**config.mk**
```make
export PLATFORM = sky130hd
export DESIGN_NAME = dmem_arbiter
export DESIGN_NICKNAME = d
export VERILOG_FILES = /design/src/rtl/dmem_arb_pkg.sv /design/src/rtl/dmem_arbiter_rr_arb2.sv /design/src/rtl/dmem_arbiter.sv
export SDC_FILE = /design/constraint.sdc
export NUM_CORES = 1
export LEC_CHECK = 0
export CAP_MARGIN = 10
export CORE_MARGIN = 2
export CORE_UTILIZATION = 40
export DETAILED_ROUTE_END_ITERATION = 16
export PLACE_DENSITY = 0.86
export SLEW_MARGIN = 20
export SYNTH_ARGS = -nofsm -noshare
export SYNTH_HDL_FRONTEND = slang
export SYNTH_HIERARCHICAL = 1
export SYNTH_SLANG_ARGS = --single-unit
```
**constraint.sdc**
```tcl
create_clock -name i_clk -period 3.86 [get_ports i_clk]
set_input_delay 0.579 -clock i_clk [delete_from_list [all_inputs] [get_ports i_clk]]
set_output_delay 0.579 -clock i_clk [all_outputs]
set_load 0.03 [all_outputs]
```
**src/rtl/dmem_arb_pkg.sv**
```systemverilog
// Shared types for the data-memory arbiter.
// Contents:
//   requester_t  - identifies the core or host port (arbitration winner, response owner)
//   rsp_src_t    - where a registered read response takes its data from
//   req_bundle_t - one requester's access fields gathered into a single bus
package dmem_arb_pkg;

  // Bus address width and the widest data word the request bundle carries.
  // dmem_arbiter's p_WORD_LEN must not exceed BUS_WORD_LEN.
  localparam int unsigned BUS_ADDR_LEN = 16;
  localparam int unsigned BUS_WORD_LEN = 16;

  typedef enum logic {
    REQ_CORE = 1'b0,
    REQ_HOST = 1'b1
  } requester_t;

  typedef enum logic [1:0] {
    RSP_MEM  = 2'd0,
    RSP_DISP = 2'd1,
    RSP_ZERO = 2'd2
  } rsp_src_t;

  typedef struct packed {
    logic                    req;
    logic                    wr_en;
    logic [BUS_ADDR_LEN-1:0] addr;
    logic [BUS_WORD_LEN-1:0] wr_data;
  } req_bundle_t;

endpackage

```
**src/rtl/dmem_arbiter_rr_arb2.sv**
```systemverilog
// Two-way round-robin arbiter shared by the core and host memory ports.
// Ports:
//   clk  - rising-edge clock
//   rst  - synchronous active-high reset; also suppresses all grants while high
//   req  - request vector, bit REQ_CORE = core, bit REQ_HOST = host
//   gnt  - one-hot grant, combinational from req and the last winner
module rr_arb2
  import dmem_arb_pkg::*;
(
  input  logic       clk,
  input  logic       rst,
  input  logic [1:0] req,
  output logic [1:0] gnt
);

  requester_t r_last;

  // Under contention the requester that did not win last time goes first,
  // so a held request waits at most one cycle.
  always_comb begin
    gnt = 2'b00;
    if (!rst) begin
      case (req)
        2'b01:   gnt = 2'b01;
        2'b10:   gnt = 2'b10;
        2'b11:   gnt = (r_last == REQ_HOST) ? 2'b01 : 2'b10;
        default: gnt = 2'b00;
      endcase
    end
  end

  // Reset to HOST so the core wins the first contention after reset.
  always_ff @(posedge clk) begin
    if (rst) begin
      r_last <= REQ_HOST;
    end else if (gnt[0]) begin
      r_last <= REQ_CORE;
    end else if (gnt[1]) begin
      r_last <= REQ_HOST;
    end
  end

endmodule

```
**src/rtl/dmem_arbiter.sv**
```systemverilog
// Shares a single-port synchronous data memory (1-cycle read latency) between
// the core data port and the host/debug port, and decodes the 16-bit address
// space: in-range words go to memory, p_DISPLAY_ADDR is the display register,
// every other address reads 0 and drops writes.
// Ports:
//   i_clk, i_rst                 - clock, synchronous active-high reset
//   i_core_* / o_core_*          - core request fields, grant, read response
//   i_host_* / o_host_*          - host request fields, grant, read response
//   o_mem_addr/_wr_en/_wr_data   - memory command, same cycle as the grant
//   i_mem_rd_data                - memory read data, the cycle after the address
//   o_display                    - display register contents
module dmem_arbiter
  import dmem_arb_pkg::*;
#(
  parameter int unsigned p_WORD_LEN     = 16,
  parameter int unsigned p_ADDR_LEN     = 10,
  parameter logic [15:0] p_DISPLAY_ADDR = 16'hFFFF
) (
  input  logic                  i_clk,
  input  logic                  i_rst,
  input  logic                  i_core_req,
  input  logic                  i_core_wr_en,
  input  logic [15:0]           i_core_addr,
  input  logic [p_WORD_LEN-1:0] i_core_wr_data,
  output logic                  o_core_gnt,
  output logic                  o_core_rd_valid,
  output logic [p_WORD_LEN-1:0] o_core_rd_data,
  input  logic                  i_host_req,
  input  logic                  i_host_wr_en,
  input  logic [15:0]           i_host_addr,
  input  logic [p_WORD_LEN-1:0] i_host_wr_data,
  output logic                  o_host_gnt,
  output logic                  o_host_rd_valid,
  output logic [p_WORD_LEN-1:0] o_host_rd_data,
  output logic [p_ADDR_LEN-1:0] o_mem_addr,
  output logic                  o_mem_wr_en,
  output logic [p_WORD_LEN-1:0] o_mem_wr_data,
  input  logic [p_WORD_LEN-1:0] i_mem_rd_data,
  output logic [p_WORD_LEN-1:0] o_display
);

  req_bundle_t core_bus;
  req_bundle_t host_bus;
  logic [1:0]  gnt;
  logic        any_gnt;

  logic                    win_wr_en;
  logic [BUS_ADDR_LEN-1:0] win_addr;
  logic [BUS_WORD_LEN-1:0] win_data;
  logic                    win_in_range;
  logic                    win_is_disp;

  logic [p_ADDR_LEN-1:0] r_hold_addr;
  logic [p_WORD_LEN-1:0] r_hold_data;
  logic [p_WORD_LEN-1:0] r_display;
  logic                  r_rsp_valid;
  requester_t            r_rsp_owner;
  rsp_src_t              r_rsp_src;
  logic [p_WORD_LEN-1:0] rsp_data;
  logic                  rsp_live;

  assign core_bus = '{req: i_core_req, wr_en: i_core_wr_en, addr: i_core_addr,
                      wr_data: BUS_WORD_LEN'(i_core_wr_data)};
  assign host_bus = '{req: i_host_req, wr_en: i_host_wr_en, addr: i_host_addr,
                      wr_data: BUS_WORD_LEN'(i_host_wr_data)};

  rr_arb2 u_arb (
    .clk (i_clk),
    .rst (i_rst),
    .req ({host_bus.req, core_bus.req}),
    .gnt (gnt)
  );

  assign any_gnt    = |gnt;
  assign o_core_gnt = gnt[0];
  assign o_host_gnt = gnt[1];

  // Winner select and address decode. Only meaningful while any_gnt is high.
  always_comb begin
    win_wr_en = core_bus.wr_en;
    win_addr  = core_bus.addr;
    win_data  = core_bus.wr_data;
    if (gnt[1]) begin
      win_wr_en = host_bus.wr_en;
      win_addr  = host_bus.addr;
      win_data  = host_bus.wr_data;
    end
    win_in_range = ((win_addr >> p_ADDR_LEN) == '0);
    win_is_disp  = (win_addr == p_DISPLAY_ADDR);
  end

  // Memory command; with no grant the address and data stay at the last
  // granted values so the memory inputs do not toggle needlessly.
  assign o_mem_wr_en   = any_gnt & win_wr_en & win_in_range;
  assign o_mem_addr    = any_gnt ? win_addr[p_ADDR_LEN-1:0] : r_hold_addr;
  assign o_mem_wr_data = any_gnt ? p_WORD_LEN'(win_data) : r_hold_data;

  // Display register, response pipeline stage and held memory command.
  always_ff @(posedge i_clk) begin
    if (i_rst) begin
      r_display   <= '0;
      r_rsp_valid <= 1'b0;
      r_rsp_owner <= REQ_CORE;
      r_rsp_src   <= RSP_ZERO;
      r_hold_addr <= '0;
      r_hold_data <= '0;
    end else begin
      r_rsp_valid <= any_gnt & ~win_wr_en;
      r_rsp_owner <= gnt[1] ? REQ_HOST : REQ_CORE;
      if (win_in_range) begin
        r_rsp_src <= RSP_MEM;
      end else if (win_is_disp) begin
        r_rsp_src <= RSP_DISP;
      end else begin
        r_rsp_src <= RSP_ZERO;
      end
      if (any_gnt & win_wr_en & win_is_disp) begin
        r_display <= p_WORD_LEN'(win_data);
      end
      if (any_gnt) begin
        r_hold_addr <= win_addr[p_ADDR_LEN-1:0];
        r_hold_data <= p_WORD_LEN'(win_data);
      end
    end
  end

  // Response data source. r_display here is still the pre-write value when a
  // display write is granted in the same cycle as the response.
  always_comb begin
    case (r_rsp_src)
      RSP_MEM:  rsp_data = i_mem_rd_data;
      RSP_DISP: rsp_data = r_display;
      default:  rsp_data = '0;
    endcase
  end

  // A response pending when reset arrives is dropped immediately.
  assign rsp_live        = r_rsp_valid & ~i_rst;
  assign o_core_rd_valid = rsp_live & (r_rsp_owner == REQ_CORE);
  assign o_host_rd_valid = rsp_live & (r_rsp_owner == REQ_HOST);
  assign o_core_rd_data  = o_core_rd_valid ? rsp_data : '0;
  assign o_host_rd_data  = o_host_rd_valid ? rsp_data : '0;
  assign o_display       = r_display;

endmodule

```
==> metrics.txt <==
final setup fails=0; CTS Sinks=47; Layout Skew=0.00415 ns; area leader, netlist=dfxtp_1; Pwr Density=274 nW/um^2; Root Buffer=clkbuf_8; ys flop type=dfxtp_1; Logic pwr share=0.318; Switching Share=0.293; drt wl/cell=15.5 um; kind of start point of the critical path=primary input; max cap viols=0; r2r setup slk=1.65 ns; first-pass GRT wire length=13.6 mm; Yosys top cell area share=0.351; cts hold-fix bufs=0; final-layout fill cell count=531; cell family with most CP delay=buffers and inverters; setup TNS=0 ns; All-Layer GR Usage=0.230; slowest CP cell=clkdlybuf4s50_1; synthesized area=2680 um^2; WP buf/inv=3; r2r startpoint=u_arb/r_last; CP arrival=2.92 ns; Fin. Hold Viols=0; htree depth=2; nets@finish=547; Clock transition at path regs=0.08 ns; number of synthesized flops with an enable pin=0; Final ANT Viol Nets=0; worst-path cell chain=clkdlybuf4s50_1 -> inv_1 -> a211oi_4 -> or2_2 -> nor2_1 -> a21oi_1 -> clkdlybuf4s50_1; Core Region=6420 um^2; crit path time final=3.50 ns; register area share after synthesis=0.351; most common cell in the netlist=dfxtp_1; CP required=3.28 ns; syn_area_per_cell=8.59 um^2; critical path fanouts, max=29; largest net degree at the start of global routing=60; peak supply drop=0.000197 V; pin slew with the least headroom to its limit=1.01 ns; worst hold start=u_arb/r_last; cell depth of the worst setup path=7; minimum hold slack=0.592 ns; drt drc=12; top cells by count, synth=dfxtp_1, mux2i_1, nor2b_1; Sw Pwr=0.000360 W; Slew Viols, Final=0; clock network fraction of total power=0.260; Worst R2R End=o_display[15]; cell count of the worst hold path=1; gpl congestion=0.891; status=complete, but fails checks; global route overflow=0; Leakage=1.63 nW; Largest stage delay, worst path=0.71 ns; area delta synth->final=66.5%; Die ar.=7370 um^2; Seq pwr share=0.422; Initial Utilization=0.417; first-pass iteration count of the detailed router=13; initial antenna violation count=0; Hold WC Path Type=register to register; type of the worst setup path=primary input to output port; layout cells sized above 1=0.0909; Synth area leaders=dfxtp_1, mux2i_1, nor2b_1; FP Rows=29; CTS tree=yes; YS warnings=6; #FFs+latches synth=47; IO Pins=165; post-CTS sizing=0; First DRT Iteration DRCs=136; RSZ-0062 raised after global routing=no; critical path's most frequent cell=clkdlybuf4s50_1; Synth cell types=31; vias in the first global route=2,809; via count=2,735; Final Cycle Share=0.907; Post-DP HPWL=6.71 mm; R2R depth=5; failing checks=DRC; Die X=85.9 um; Mapped Cells=312; WL final=8.36 mm; setup repair bufs after CTS=0; asr flop ratio synth=0; hold endpoint=u_arb/r_last; clock buffers created by TritonCTS=5; Port Buffers=164; clk_lat worst skew=0.29 ns; internal power=0.000866 W; syn_nets=398; Rel. slew slack=0.329; ANT cells=0; CP endpoint kind=output port; via density per instance=5.07; die height=85.9 um; Longest Clk Path Bufs=2; Fmax=286 MHz
[worst register-to-register path, cell delays in order (launching register included)]
cell      delay (ns)
dfxtp_1         0.36
a211oi_4        0.28
buf_12          0.28
nor2_1          0.14
a32oi_4         0.64
mux2_2          0.41
[metrics by stage]
stage               utilization  power [W]  setup WS [ns]  std cells  cell area (um^2)
floorplan                     -   0.000719          0.470        312              2680
global placement          0.680   0.000910          0.483        531              4370
detailed placement        0.680   0.000917          0.373        531              4370
CTS                       0.695    0.00123          0.358        539              4470
global route              0.695    0.00130          0.171        539              4470
finish                    0.695    0.00123          0.358        539              4470
[worst max-delay path by stage]
| stage | from | slack, ns | endpoint |
|---|---|---|---|
| finish | i_host_req | 0.36 | o_mem_wr_data[14] |
| global placement | i_host_req | 0.48 | o_mem_wr_data[2] |
| global route | i_host_req | 0.17 | o_mem_wr_data[13] |
| detailed placement | i_host_req | 0.37 | o_mem_wr_data[14] |
| floorplan | i_host_req | 0.47 | o_mem_addr[0] |
| CTS | i_host_req | 0.36 | o_mem_wr_data[14] |
[sequential cells by signal (all words and copies together) (netlist names)]
name	cells
r_hold_addr	10
r_rsp_owner	1
o_display	16
u_arb/r_last	1
r_hold_data	16
r_rsp_valid	1
r_rsp_src	2
[power groups by stage]
stage | clock [W] | sequential [W] | combinational, W
after detailed placement | 0 | 0.000528 | 0.000389
after floorplan | 0 | 0.000525 | 0.000194
final | 0.000319 | 0.000517 | 0.000389
after global routing | 0.000359 | 0.000520 | 0.000416
after global placement | 0 | 0.000528 | 0.000382
after CTS | 0.000327 | 0.000517 | 0.000391
[layer usage]
layer	global-route usage	wire length, um
met3	0.0558	547
met1	0.295	3570
met5	0	0
met2	0.378	4040
met4	0.0765	211
[layout make-up]
class	count	area, um^2	share of cell area
multi-input combinational	234	1620	0.363
tap	77	96.3	0.0216
timing repair buffer	168	1690	0.378
sequential	47	941	0.211
clock buffer	8	100	0.0224
inverter	5	18.8	0.00420
[placed cells by master (no fill, tap or decap), types with 2 or more instances in the layout]
cell type,count
nor3_1,32
nand4_1,8
mux2i_1,43
buf_12,3
nand2_1,11
a21oi_1,18
mux2_2,6
nor4_1,2
inv_1,5
dfxtp_1,47
mux2_4,10
nor2b_1,43
clkdlybuf4s50_1,157
o21ai_0,10
nor2_1,37
buf_4,7
clkbuf_8,7
[cell families after synthesis]
group	after synthesis	synth area share
buffers and inverters	31	0.0513
AO/OA/AOI/OAI	33	0.0737
multiplexers	59	0.242
AND/OR/NAND/NOR	142	0.282
flip-flops	47	0.351
Power figures use the tool's default switching activity.
